==> src/rtl/lut_mult_pkg.sv <==
// Shared widths and helpers for the LUT multiplier arbiter cluster.
package lut_mult_pkg;

  localparam int BIT_WIDTH = 8;
  localparam int PROD_W    = 2 * BIT_WIDTH;
  localparam int MAX_REQ   = 8;

  function automatic int clog2(input int n);
    int r;
    r = 0;
    while ((1 << r) < n) r++;
    return r;
  endfunction

endpackage

==> src/rtl/lut_mult_8bit.sv <==
// Combinational 8x8 constant-coefficient multiplier built from two 16-entry nibble tables.
module lut_mult_8bit #(
  parameter logic [7:0] A_CONST = 8'd2
) (
  input  logic [7:0]  x_i,
  output logic [15:0] c_o
);

  // 15 * 255 fits in 12 bits, so each nibble partial product is 12 wide.
  logic [11:0] nib_lut [16];

  generate
    for (genvar gi = 0; gi < 16; gi++) begin : g_lut
      assign nib_lut[gi] = 12'(gi) * {4'b0, A_CONST};
    end
  endgenerate

  assign c_o = {4'b0, nib_lut[x_i[3:0]]} + {nib_lut[x_i[7:4]], 4'b0};

endmodule

==> src/rtl/rr_arbiter.sv <==
// Round-robin grant: first requester after ptr_i (modulo N) wins while en_i is high.
module rr_arbiter #(
  parameter int N    = 4,
  parameter int ID_W = 2
) (
  input  logic [N-1:0]    req_i,
  input  logic            en_i,
  input  logic [ID_W-1:0] ptr_i,
  output logic [N-1:0]    gnt_o,
  output logic [ID_W-1:0] idx_o,
  output logic            any_o
);

  logic [ID_W-1:0] cand [N];
  logic            found;

  generate
    for (genvar gi = 0; gi < N; gi++) begin : g_cand
      assign cand[gi] = ID_W'((int'(ptr_i) + gi + 1) % N);
    end
  endgenerate

  always_comb begin
    gnt_o = '0;
    idx_o = '0;
    found = 1'b0;
    for (int k = 0; k < N; k++) begin
      if (en_i && !found && req_i[cand[k]]) begin
        found           = 1'b1;
        gnt_o[cand[k]]  = 1'b1;
        idx_o           = cand[k];
      end
    end
    any_o = found;
  end

endmodule

==> src/rtl/lut_mult_arbiter.sv <==
// Round-robin sharing of one LUT multiplier across NUM_REQ requesters, two-stage pipeline.
// Optional self-check of the multiplier output enabled by LUT_MULT_ARB_CHECK_EN.
module lut_mult_arbiter
  import lut_mult_pkg::*;
#(
  parameter logic [7:0] A_CONST   = 8'd2,
  parameter int         NUM_REQ   = 4,
  parameter int         BIT_WIDTH = 8,
  parameter int         ID_W      = 2
) (
  input  logic                         clk,
  input  logic                         rst,
  input  logic [NUM_REQ-1:0]           req_valid,
  input  logic [NUM_REQ*BIT_WIDTH-1:0] req_x,
  output logic [NUM_REQ-1:0]           req_ready,
  output logic                         res_valid,
  input  logic                         res_ready,
  output logic [2*BIT_WIDTH-1:0]       res_c,
  output logic [ID_W-1:0]              res_id,
  output logic                         busy,
  output logic                         err
);

  logic                 s1_valid_q, s1_valid_d;
  logic [BIT_WIDTH-1:0] s1_x_q, s1_x_d;
  logic [ID_W-1:0]      s1_id_q, s1_id_d;
  logic                 s2_valid_q, s2_valid_d;
  logic [PROD_W-1:0]    s2_c_q, s2_c_d;
  logic [ID_W-1:0]      s2_id_q, s2_id_d;
  logic [ID_W-1:0]      ptr_q, ptr_d;

  logic                 s2_adv, s1_free, gnt_any;
  logic [NUM_REQ-1:0]   gnt;
  logic [ID_W-1:0]      gnt_idx;
  logic [BIT_WIDTH-1:0] gnt_x;
  logic [PROD_W-1:0]    mult_c;
  logic [BIT_WIDTH-1:0] x_arr [NUM_REQ];

  assign s2_adv  = s1_valid_q & (~s2_valid_q | res_ready);
  assign s1_free = ~s1_valid_q | s2_adv;

  generate
    for (genvar gi = 0; gi < NUM_REQ; gi++) begin : g_xsel
      assign x_arr[gi] = req_x[gi*BIT_WIDTH +: BIT_WIDTH];
    end
  endgenerate

  // Gating with rst keeps req_ready low for the whole reset window, not just after it.
  rr_arbiter #(.N(NUM_REQ), .ID_W(ID_W)) u_arb (
    .req_i (req_valid),
    .en_i  (s1_free & ~rst),
    .ptr_i (ptr_q),
    .gnt_o (gnt),
    .idx_o (gnt_idx),
    .any_o (gnt_any)
  );

  assign req_ready = gnt;
  assign gnt_x     = x_arr[gnt_idx];

  lut_mult_8bit #(.A_CONST(A_CONST)) u_mult (
    .x_i (s1_x_q),
    .c_o (mult_c)
  );

  always_comb begin
    s1_valid_d = s1_valid_q;
    s1_x_d     = s1_x_q;
    s1_id_d    = s1_id_q;
    s2_valid_d = s2_valid_q;
    s2_c_d     = s2_c_q;
    s2_id_d    = s2_id_q;
    ptr_d      = ptr_q;

    if (gnt_any) begin
      s1_valid_d = 1'b1;
      s1_x_d     = gnt_x;
      s1_id_d    = gnt_idx;
      ptr_d      = gnt_idx;
    end else if (s2_adv) begin
      s1_valid_d = 1'b0;
    end

    if (s2_adv) begin
      s2_valid_d = 1'b1;
      s2_c_d     = mult_c;
      s2_id_d    = s1_id_q;
    end else if (res_ready) begin
      s2_valid_d = 1'b0;
    end
  end

  always_ff @(posedge clk or posedge rst) begin
    if (rst) begin
      s1_valid_q <= 1'b0;
      s1_x_q     <= '0;
      s1_id_q    <= '0;
      s2_valid_q <= 1'b0;
      s2_c_q     <= '0;
      s2_id_q    <= '0;
      ptr_q      <= ID_W'(NUM_REQ - 1);
    end else begin
      s1_valid_q <= s1_valid_d;
      s1_x_q     <= s1_x_d;
      s1_id_q    <= s1_id_d;
      s2_valid_q <= s2_valid_d;
      s2_c_q     <= s2_c_d;
      s2_id_q    <= s2_id_d;
      ptr_q      <= ptr_d;
    end
  end

  assign res_valid = s2_valid_q;
  assign res_c     = s2_c_q;
  assign res_id    = s2_id_q;
  assign busy      = s1_valid_q | s2_valid_q;

`ifdef LUT_MULT_ARB_CHECK_EN
  logic              err_q, err_d;
  logic [PROD_W-1:0] ref_c;

  assign ref_c = {{(PROD_W-BIT_WIDTH){1'b0}}, s1_x_q} * {{(PROD_W-8){1'b0}}, A_CONST};

  always_comb begin
    err_d = err_q;
    if (s2_adv && (mult_c != ref_c)) err_d = 1'b1;
  end

  always_ff @(posedge clk or posedge rst) begin
    if (rst) err_q <= 1'b0;
    else     err_q <= err_d;
  end

  assign err = err_q;
`else
  assign err = 1'b0;
`endif

endmodule
==> config.mk <==
export PLATFORM = sky130hd
export DESIGN_NAME = lut_mult_arbiter
export DESIGN_NICKNAME = d
export VERILOG_FILES = /design/src/rtl/lut_mult_pkg.sv /design/src/rtl/lut_mult_8bit.sv /design/src/rtl/rr_arbiter.sv /design/src/rtl/lut_mult_arbiter.sv
export SDC_FILE = /design/constraint.sdc
export NUM_CORES = 1
export LEC_CHECK = 0
export ABC_AREA = 1
export ABC_CLOCK_PERIOD_IN_PS = 3400
export BUFFER_PORTS_ARGS = -buffer_cell sky130_fd_sc_hd__buf_2
export CAP_MARGIN = 40
export CORE_MARGIN = 4
export CORE_UTILIZATION = 43
export CTS_CLUSTER_DIAMETER = 60
export DETAILED_ROUTE_END_ITERATION = 8
export PLACE_DENSITY_LB_ADDON = 0.1
export SLEW_MARGIN = 20
export SYNTH_ARGS = -nofsm -noshare
export SYNTH_HDL_FRONTEND = slang
export SYNTH_HIERARCHICAL = 1
export SYNTH_SLANG_ARGS = --single-unit
==> constraint.sdc <==
create_clock -name clk -period 3.4 [get_ports clk]
set_clock_uncertainty 0.15 [all_clocks]
set_input_delay 0.34 -clock clk [delete_from_list [all_inputs] [get_ports clk]]
set_output_delay 0.34 -clock clk [all_outputs]
set_load 0.02 [all_outputs]
==> results of run 1 <==
[path summary, 6_finish.rpt]
| path | from | cells past startpoint | slack (ps) | endpoint |
|---|---|---|---|---|
| max in group asynchronous | rst | 3 | 2730 | ptr_q[1]$_DFFE_PP1P_ |
| min reg2reg | res_c[1]$_DFFE_PP0P_ | 2 | 320 | res_c[1]$_DFFE_PP0P_ |
| max | ptr_q[0]$_DFFE_PP1P_ | 15 | 270 | s1_x_q[3]$_DFFE_PP0P_ |
| min | rst | 3 | 50 | res_c[13]$_DFFE_PP0P_ |
| max reg2reg | ptr_q[0]$_DFFE_PP1P_ | 15 | 270 | s1_x_q[3]$_DFFE_PP0P_ |
| min in group clk | res_ready | 4 | 210 | res_valid$_DFFE_PP0P_ |
[synth_stat cells, drive strengths merged]
cell | number | area, um2
a21oi | 1 | 5.00
buf | 26 | 199
conb | 2 | 7.51
dfrtp | 30 | 751
dfstp | 2 | 52.6
ha | 7 | 87.6
inv | 55 | 211
nand2 | 160 | 641
nand3 | 26 | 183
nand3b | 1 | 7.51
nand4 | 10 | 62.6
nor2 | 8 | 30.0
nor3 | 5 | 25.0
o21ai | 8 | 40.0
o21bai | 1 | 7.51
or2 | 1 | 6.26
[stage by stage]
stage	setup WS [ps]	instance area, um2
floorplan	632	2340
global placement	367	2560
detailed placement	300	2560
CTS	276	2660
global route	6.40	2660
finish	274	2660
[sequential cells by signal (all words and copies together), names as in the netlist]
name,flops
res_id,2
ptr_q,2
res_c,16
res_valid,1
s1_valid_q,1
s1_x_q,8
s1_id_q,2
[per-layer routing]
metal	routed length, um	up-vias
met1	2290	915
met5	0	-
met3	243	4
li1	-	1118
met4	35	0
met2	2300	48
[layout make-up]
cell class	instances	area share (%)
clock inverters	2	0.377
flip-flops and latches	32	30.2
well taps	70	3.30
multi-input cells	237	42.5
clock buffers	6	3.11
inverters	55	7.96
repair buffers	65	12.5
[cells by family after synthesis]
logic type,count (synthesis),share of synthesized area [%]
buffers and inverters,81,17.7
adder cells (fa/ha/maj),7,3.78
flip-flops,32,34.7
AND/OR/NAND/NOR,211,41.2
AO/OA/AOI/OAI,10,2.27
other,2,0.324
[critical path, delay by kind of cell (launching register included)]
kind                       cells  cell delay (ps)
AOI/OAI and AO/OA              1              140
adders and majority gates      1              410
buffers and inverters          3              430
DFF                            1              660
and+or+nand+nor               10             1270
[where the power goes]
part	total [mW]	switching, mW	internal [mW]
Sequential	0.683	0.108	0.575
Combinational	1.56	1.07	0.497
Clock	0.296	0.134	0.161
==> impl_summary.log, run 1 <==
[metrics] wire length after detailed routing: 4.86 mm
[metrics] relative area change from synthesis to final layout: 14.7%
[metrics] setup repair after global routing missed its margin: no
[metrics] master cell of the clock root buffer: clkbuf_8
[metrics] arrival time at the worst endpoint: ~3200 ps
[metrics] max-slew headroom at the worst pin: a little under three fifths
[metrics] flip-flop and latch area: between 800 and 900 um2
[metrics] distinct cell type count after synthesis: 26
[metrics] commonest cells after routing, fill and taps aside: nand2_1 (146), buf_2 (62), inv_1 (49), dfrtp_1 (30), nand3_1 (20)
[metrics] kind of critical path: reg2reg
[metrics] share of the core filled with cells in the final layout: between 50 and 60%
[metrics] post-detailed-route wirelength per cell: between 10 and 15 um
[metrics] highest net fanout along the worst path: 18
[metrics] synthesized area divided by synthesized cell count: 6.75 um2
[metrics] global-route wire length before repair: ~8.4 mm
[metrics] final-layout setup total negative slack: 0 ps
[metrics] Die Outline Area: 6620 um2
[metrics] maximum buffer depth of the clock tree: 2
[metrics] sum of overflow across all layers after global routing: 0
[metrics] count of maximum capacitance violations: 0
[metrics] run status: finished clean
[metrics] total track usage: ~16%
[metrics] number of fill cells in the layout: roughly 530
[metrics] FF+latch count, synth: 32
[metrics] total number of clock tree sinks: 32
[metrics] total inserted antenna cells: 0
[metrics] Std-Cell Core Area: ~5200 um2
[metrics] row count: 26
[metrics] number of buffers inserted during clock tree synthesis: 5
[metrics] GP Congestion: roughly 0.83
[metrics] final-report hold violation count: 0
[metrics] Post-CTS Hold Buffers: 0
[metrics] Detailed Routing Iterations Pass 1: 6
[metrics] fraction of final layout cells sized beyond drive strength 1: 25.7%
[metrics] most prevalent standard cell on the critical path: nand2_1
[metrics] setup repair bufs after CTS: 0
[metrics] slew at the pin closest to its max-slew limit: approximately 660 ps
[metrics] met3 global-route usage: 3.10%
[metrics] min-delay worst type: in2async
[metrics] sequential area share after synthesis: a little over a third
[metrics] sum of net half-perimeters after detailed placement: about 3.7 mm
[metrics] sort of element at the start of the critical path: flop
[metrics] pwr dens: about 960 nW/um2
[metrics] Boundary Pins: 64
[metrics] # resized after CTS: 0
[metrics] crit path cell chain: inv_2, ha_1, inv_1, nand3_2, nand2_4, nand3_4, o21bai_1, nand2_1, nand2_1, inv_6, nand2_2, nand3_1, nand2_1, nand2_1, nand2_1
[metrics] worst hold-check slack: between 50 and 60 ps
[metrics] total number of vias: roughly 2100
[metrics] final total power: 2.54 mW
[metrics] number of placed cells counting well taps: approximately 460
[metrics] total number of H-tree levels: 2
[metrics] standby leakage power: 1.64 nW
[metrics] y dimension of the die: 81.4 um
[metrics] crit-path max cell delay: 660 ps
[metrics] commonest non-fill, non-tap cell in the layout: nand2_1
[metrics] later-pin clock latency in the skew report: ~280 ps
[metrics] Routed Antenna Nets: 0
[metrics] post-layout minimum cycle time: about 3100 ps
[metrics] multi-input combinational cell area: approximately 1100 um2
[metrics] Initial Utilization: roughly 45%
[metrics] IR Drop Worst-Case VDD: around 400 uV
[metrics] master of the slowest instance on the critical path: dfstp_2
[metrics] peak clock frequency supported by timing: between 300 and 400 MHz
[metrics] number of instances in the synthesized netlist: ~340
[metrics] initial antenna violation count: 0
[metrics] number of DRC markers after the initial detailed-route iteration: about 110
[metrics] Top Usage Layer GRT: met2
[metrics] final count of pins violating max slew: 0
[metrics] DRC violations left: 0
[metrics] post-route fraction of the period consumed by the critical path: between 90% and 100%
[metrics] via count of the first global-routing pass: around 2000
[metrics] synthesized cell area: 2320 um2
[metrics] clock tree from TritonCTS: built
[metrics] register clock-pin slew on the reported worst setup and hold paths: around 70 ps
[metrics] maximum number of pins on one net before global-route repair: 33
[metrics] M1 GR Usage: about a fifth
[metrics] Layout Cells excl Fill: roughly 470
[metrics] kind of end point of the critical path: flop
[metrics] required time of the worst setup path: approximately 3500 ps
[metrics] global-route met2 utilization: around 28%
[metrics] nets: between 400 and 500
[metrics] number of input and output port buffers inserted: 62
[metrics] Yosys warning total: 6
[metrics] ratio of routed vias to standard cells: approximately 4.5
[metrics] die boundary width: between 80 and 90 um
[metrics] Setup Viol. Count Final: 0
Power figures use the tool's default switching activity.
==> inputs of run 2 (changes only) <==
--- a/config.mk
+++ b/config.mk
@@ -7,7 +7,7 @@
 export LEC_CHECK = 0
 export ABC_AREA = 1
 export ABC_CLOCK_PERIOD_IN_PS = 3400
-export BUFFER_PORTS_ARGS = -buffer_cell sky130_fd_sc_hd__buf_2
+export BUFFER_PORTS_ARGS = -buffer_cell sky130_fd_sc_hd__buf_4
 export CAP_MARGIN = 40
 export CORE_MARGIN = 4
 export CORE_UTILIZATION = 43
@@ -17,5 +17,4 @@
 export SLEW_MARGIN = 20
 export SYNTH_ARGS = -nofsm -noshare
 export SYNTH_HDL_FRONTEND = slang
-export SYNTH_HIERARCHICAL = 1
 export SYNTH_SLANG_ARGS = --single-unit
==> run 2 against run 1 <==
Area after synthesis fell by 8.8%. Worst setup slack better by 24 ps. Global-route usage increased by 0.17 points. Synthesized cell count is 18% lower. Clock-buffer cell count down 2. Largest cell class unchanged.
==> impl_summary.log, run 2 <==
[metrics] run status: finished clean
[metrics] final count of pins violating max slew: 0
[metrics] setup repair bufs after CTS: 0
[metrics] pwr dens: between 1000 and 1500 nW/um2
[metrics] Routed Antenna Nets: 0
[metrics] Post-CTS Hold Buffers: 0
[metrics] total number of clock tree sinks: 24
[metrics] commonest cells after routing, fill and taps aside: nand2_1 (60), buf_4 (56), inv_1 (51), nand3_1 (46), dfrtp_1 (22)
[metrics] worst hold-check slack: ~7 ps
[metrics] ratio of routed vias to standard cells: ~4.7
[metrics] highest net fanout along the worst path: 9
[metrics] # resized after CTS: 0
[metrics] standby leakage power: 1.44 nW
[metrics] minimum setup slack in the final design: 298 ps
[metrics] share of the core filled with cells in the final layout: 53.8%
[metrics] final-layout setup total negative slack: 0 ps
[metrics] commonest non-fill, non-tap cell in the layout: nand2_1
[metrics] sort of element at the start of the critical path: flop
[metrics] max-slew headroom at the worst pin: between 60 and 70%
[metrics] distinct cell type count after synthesis: 31
[metrics] y dimension of the die: ~78 um
[metrics] clock tree from TritonCTS: built
[metrics] total inserted antenna cells: 0
[metrics] initial antenna violation count: 0
[metrics] post-synthesis async set-or-reset flop share: 100%
[metrics] setup repair after global routing missed its margin: no
[metrics] slew at the pin closest to its max-slew limit: 508 ps
[metrics] most frequent cell after synthesis: nand2_1
[metrics] die boundary width: roughly 78 um
[metrics] Std-Cell Core Area: between 4000 and 5000 um2
[metrics] post-route fraction of the period consumed by the critical path: approximately nine tenths
[metrics] Layout Cells excl Fill: about 400
[metrics] Yosys warning total: 0
[metrics] sequential area share after synthesis: between 20 and 30%
[metrics] total number of vias: around 1900
[metrics] number of DRC markers after the initial detailed-route iteration: between 100 and 150
[metrics] number of instances in the synthesized netlist: 280
[metrics] nets: 380
[metrics] GP Congestion: roughly 0.86
[metrics] IR Drop Worst-Case VDD: between 300 and 400 uV
[metrics] number of placed cells counting well taps: roughly 400
[metrics] later-pin clock latency in the skew report: roughly 260 ps
[metrics] wire length after detailed routing: just under 5 mm
[metrics] Main synth FF type: dfrtp_1
[metrics] post-synth top area share: a little over a quarter
[metrics] global-route wire length before repair: roughly 8 mm
[metrics] synthesized area divided by synthesized cell count: 7.55 um2
[metrics] total number of H-tree levels: 1
[metrics] number of input and output port buffers inserted: 54
[metrics] master cell of the clock root buffer: clkbuf_8
[metrics] final-report hold violation count: 0
[metrics] kind of end point of the critical path: output port
[metrics] number of buffers inserted during clock tree synthesis: 3
[metrics] Detailed Routing Iterations Pass 1: 5
[metrics] worst setup slack after placement: roughly 520 ps
[metrics] FF+latch count, synth: 24
[metrics] Boundary Pins: 64
[metrics] relative area change from synthesis to final layout: 21.0%
[metrics] Yosys top cell by area: dfrtp_1
[metrics] Die Outline Area: between 6000 and 7000 um2
[metrics] sum of net half-perimeters after detailed placement: 3.80 mm
[metrics] top post-synthesis cells by area: dfrtp_1 (26%), nand3_1 (11%), nand2_1 (11%)
[metrics] maximum number of pins on one net before global-route repair: 25
[metrics] fraction of final layout cells sized beyond drive strength 1: roughly a third
[metrics] register clock-pin slew on the reported worst setup and hold paths: approximately 80 ps
[metrics] sum of overflow across all layers after global routing: 0
[metrics] min-delay worst type: in2async
[metrics] total track usage: about 16%
[metrics] post-layout minimum cycle time: just over 3000 ps
[metrics] maximum buffer depth of the clock tree: 2
[metrics] required time of the worst setup path: 2910 ps
[metrics] peak clock frequency supported by timing: approximately 320 MHz
[metrics] kind of critical path: reg2out
[metrics] number of flops mapped to enable cells by yosys: 0
[metrics] count of maximum capacitance violations: 0
[metrics] commonest cells in the synthesized netlist: nand2_1 (60), inv_1 (51), nand3_1 (46), dfrtp_1 (22), nand3_2 (18)
[metrics] Initial Utilization: 44.4%
[metrics] DRC violations left: 0
[metrics] post-detailed-route wirelength per cell: approximately 12 um
[metrics] via count of the first global-routing pass: roughly 1800
[metrics] synthesized cell area: ~2100 um2
[metrics] Setup Viol. Count Final: 0
[metrics] arrival time at the worst endpoint: 2610 ps
[metrics] row count: 25
[run 2: cell types whose count changed after synthesis, sizes merged, moves of 3 or more]
cell | before | now
nor3 | 5 | 1
a22oi | 0 | 3
nand2 | 160 | 71
nand3 | 26 | 64
o221ai | 0 | 3
mux2 | 0 | 8
buf | 26 | 16
nand4 | 10 | 3
dfrtp | 30 | 22
[run 2: final timing paths]
kind,start,end,slack [ps],depth (start not counted)
max in group asynchronous,rst,ptr_q[0]$_DFFE_PP1P_,2800,3
worst min register to register,s1_x_q[0]$_DFFE_PP0P_,s1_x_q[0]$_DFFE_PP0P_,340,2
worst max-delay path,ptr_q[1]$_DFFE_PP1P_,req_ready[0],300,11
worst max register to register,ptr_q[1]$_DFFE_PP1P_,s1_x_q[4]$_DFFE_PP0P_,510,13
worst min-delay path,rst,s1_x_q[6]$_DFFE_PP0P_,7,3
min in group clk,res_ready,res_valid$_DFFE_PP0P_,200,4
[run 2: layout make-up]
cell class | count | area, um2
tap | 67 | 83.8
clock buffer | 4 | 45.0
timing repair buffer | 56 | 420
inverter | 56 | 218
sequential | 24 | 603
multi-input combinational | 192 | 1190
fill | 491 | 2200
[run 2: metal layers]
| layer | vias up | global-route usage (%) | wire [um] |
|---|---|---|---|
| met5 | - | 0 | 0 |
| met3 | 2 | 1.49 | 251 |
| li1 | 977 | - | - |
| met2 | 53 | 26.7 | 2310 |
| met4 | 0 | 4.20 | 24 |
| met1 | 850 | 22.1 | 2220 |
[run 2: logic make-up (layout without fill, tap and decap cells)]
family	Yosys count	in the layout	synth area share (%)
muxes	8	8	4.26
and+or+nand+nor	149	149	39.1
AOI/OAI and AO/OA	18	18	6.39
other	1	9	0.177
DFF	24	24	28.5
buffers and inverters	72	116	16.8
adders and majority gates	8	8	4.74
[run 2: report_power, final]
group / switching, mW / internal (mW) / total, mW
combinational: 1.31 / 0.726 / 2.03
sequential: 0.0930 / 0.452 / 0.545
clock: 0.0827 / 0.0835 / 0.166
[run 2: through the flow]
| step | power, mW | area (um2) |
|---|---|---|
| 3_3_place_gp | 2.56 | 2510 |
| 2_1_floorplan | 2.17 | 2140 |
| 4_1_cts | 2.76 | 2560 |
| 3_5_place_dp | 2.58 | 2510 |
| 6_report | 2.74 | 2560 |
| 5_1_grt | 3.02 | 2560 |
[run 2: critical path, cell delays in order (launching register included)]
cell	delay (ps)
dfstp_2	630
inv_1	140
ha_1	410
inv_1	130
nand3_1	100
nand2_1	80
inv_1	100
nand4_2	140
nor2_1	200
inv_2	90
o221ai_1	160
buf_4	170
==> inputs of run 3 (changes only) <==
--- a/config.mk
+++ b/config.mk
@@ -13,7 +13,7 @@
 export CORE_UTILIZATION = 43
 export CTS_CLUSTER_DIAMETER = 60
 export DETAILED_ROUTE_END_ITERATION = 8
-export PLACE_DENSITY_LB_ADDON = 0.1
+export PLACE_DENSITY = 0.67
 export SLEW_MARGIN = 20
 export SYNTH_ARGS = -nofsm -noshare
 export SYNTH_HDL_FRONTEND = slang
==> run 3 against run 2 <==
Worst hold slack improved by 27 ps. Sequential power grew 5.7%. Global-route usage increased by 0.71 points. Flip-flop and latch count unchanged.
==> impl_summary.log, run 3 (synthesis results as in run 2) <==
[metrics] run status: finished clean
[metrics] crit-path max cell delay: between 600 and 700 ps
[metrics] crit path cell chain: inv_1, ha_2, inv_1, nand3_1, nand2_1, inv_1, nand4_2, nor2_1, inv_2, o221ai_1, buf_4
[metrics] Routed Antenna Nets: 0
[metrics] arrival time at the worst endpoint: ~2700 ps
[metrics] proportion of power drawn by flip-flops and latches: roughly a fifth
[metrics] total number of H-tree levels: 1
[metrics] post-layout minimum cycle time: around 3200 ps
[metrics] register clock-pin slew on the reported worst setup and hold paths: 80 ps
[metrics] pwr dens: 1070 nW/um2
[metrics] GP Congestion: 0.898
[metrics] Detailed Routing Iterations Pass 1: 4
[metrics] sum of overflow across all layers after global routing: 0
[metrics] post-place instance area: 2500 um2
[metrics] IR Drop Worst-Case VDD: roughly 400 uV
[metrics] final-report hold violation count: 0
[metrics] master of the slowest instance on the critical path: dfstp_2
[metrics] sort of element at the start of the critical path: flop
[metrics] Buf+Inv Stages, Crit Path: 5
[metrics] master cell of the clock root buffer: clkbuf_8
[metrics] number of buffers inserted during clock tree synthesis: 3
[metrics] kind of critical path: reg2out
[metrics] maximum number of pins on one net before global-route repair: 25
[metrics] Setup Viol. Count Final: 0
[metrics] nets: roughly 380
[metrics] highest net fanout along the worst path: 9
[metrics] y dimension of the die: roughly 78 um
[metrics] number of DRC markers after the initial detailed-route iteration: 91
[metrics] kind of end point of the critical path: output port
[metrics] final total power: between 2 and 3 mW
[metrics] max-slew headroom at the worst pin: approximately 64%
[metrics] via count of the first global-routing pass: about 1800
[metrics] commonest non-fill, non-tap cell in the layout: nand2_1
[metrics] count of maximum capacitance violations: 0
[metrics] clock tree from TritonCTS: built
[metrics] wire length after detailed routing: just under 5 mm
[metrics] final-layout setup total negative slack: 0 ps
[metrics] post-detailed-route wirelength per cell: between 10 and 15 um
[metrics] worst hold-check slack: 34.5 ps
[metrics] sum of net half-perimeters after detailed placement: between 3 and 4 mm
[metrics] Initial Utilization: 44.4%
[metrics] Int Power: ~1.3 mW
[metrics] ratio of routed vias to standard cells: about 4.7
[metrics] setup repair after global routing missed its margin: no
[metrics] standby leakage power: 1.44 nW
[metrics] Die Outline Area: 6100 um2
[metrics] commonest cells after routing, fill and taps aside: nand2_1 (60), buf_4 (55), inv_1 (51), nand3_1 (46), dfrtp_1 (22)
[metrics] initial antenna violation count: 0
[metrics] min-delay worst type: in2async
[metrics] peak clock frequency supported by timing: about 320 MHz
[metrics] maximum buffer depth of the clock tree: 2
[metrics] clock group share of total power: 6.2%
[metrics] number of input and output port buffers inserted: between 50 and 60
[metrics] later-pin clock latency in the skew report: ~260 ps
[metrics] required time of the worst setup path: about 2900 ps
[metrics] global-route wire length before repair: roughly 8.5 mm
[metrics] final design instance area without fill: 2550 um2
[metrics] Std-Cell Core Area: about 4800 um2
[metrics] Layout Cells excl Fill: 398
[metrics] fraction of final layout cells sized beyond drive strength 1: between 30% and 40%
[metrics] total number of vias: approximately 1900
[metrics] relative area change from synthesis to final layout: 20.9%
[metrics] launching instance or port of the critical path: ptr_q[1]$_DFFE_PP1P_
[metrics] total track usage: approximately 17%
[metrics] number of placed cells counting well taps: roughly 400
[metrics] slew at the pin closest to its max-slew limit: about 530 ps
[metrics] DRC violations left: 0
[metrics] final count of pins violating max slew: 0
[metrics] total inserted antenna cells: 0
[metrics] Post-CTS Hold Buffers: 0
[metrics] post-route fraction of the period consumed by the critical path: just over 90%
[metrics] most prevalent standard cell on the critical path: inv_1
[metrics] total number of clock tree sinks: 24
[metrics] relative contribution of combinational cells to total power: roughly 73%
[metrics] switching part of the total power: between 50% and 60%
[metrics] die boundary width: around 80 um
[metrics] Reg2Reg Launch Point: ptr_q[1]$_DFFE_PP1P_
[metrics] Crit path max-delay family: buffers and inverters
[metrics] P_sw: roughly 1.5 mW
[metrics] Boundary Pins: 64
[metrics] row count: 25
[run 3: changes by cell type in the layout (fill, tap and decap cells not counted)]
cell,previous run,this run
buf_4,56,55
ha_1,8,7
ha_2,0,1
dfstp_2,2,1
dfstp_4,0,1
[run 3: final timing paths]
path                                          to  slack, ps  depth (start not counted)
setup / recovery                    req_ready[0]        240                         11
hold / removal              res_c[4]$_DFFE_PP0P_         30                          3
setup reg to reg           s1_x_q[5]$_DFFE_PP0P_        490                         13
hold reg to reg            s1_x_q[0]$_DFFE_PP0P_        340                          2
max in group asynchronous   ptr_q[1]$_DFFE_PP1P_       2780                          3
min in group clk           res_valid$_DFFE_PP0P_        180                          4
[run 3: layout make-up]
class / count / area (um2)
clock buffers: 4 / 45.0
fillers: 476 / 2200
well taps: 67 / 83.8
repair buffers: 55 / 413
inverters: 56 / 218
flip-flops and latches: 24 / 607
multi-input cells: 192 / 1190
[run 3: through the flow]
step	worst slack [ps]	utilization, %
5_1_grt	23.8	53.7
2_1_floorplan	559	-
4_1_cts	202	53.6
6_report	244	53.7
3_5_place_dp	468	52.7
3_3_place_gp	532	52.7
[run 3: routing by layer]
| layer | wire, um | GRT usage, % |
|---|---|---|
| met1 | 2350 | 24.5 |
| met2 | 2210 | 26.2 |
| met5 | 0 | 0 |
| met3 | 180 | 1.38 |
| met4 | 68 | 4.72 |
[run 3: power groups by stage]
| stage | registers, mW | clock network (mW) | logic (mW) |
|---|---|---|---|
| floorplan | 0.608 | 0 | 1.56 |
| global placement | 0.573 | 0 | 1.97 |
| detailed placement | 0.579 | 0 | 1.98 |
| CTS | 0.573 | 0.174 | 1.99 |
| global route | 0.606 | 0.190 | 2.25 |
| finish | 0.576 | 0.171 | 2.00 |
[run 3: timing repair]
item | in CTS | in global routing
setup endpoints to repair | 0 | 3
gates resized for setup | 0 | 2
buffers inserted | 0 | 0
[run 3: worst reg2reg max path: stages, from the launching register on]
cell and delay [ps]:
dfstp_2 630, inv_1 170, ha_2 430, inv_1 110
nand3_1 90, nand2_1 80, inv_1 100, nand4_2 130
o21ai_4 480, nand3_1 140, nand3_1 120, nand2_1 60
nand2_1 60, nand2_1 60
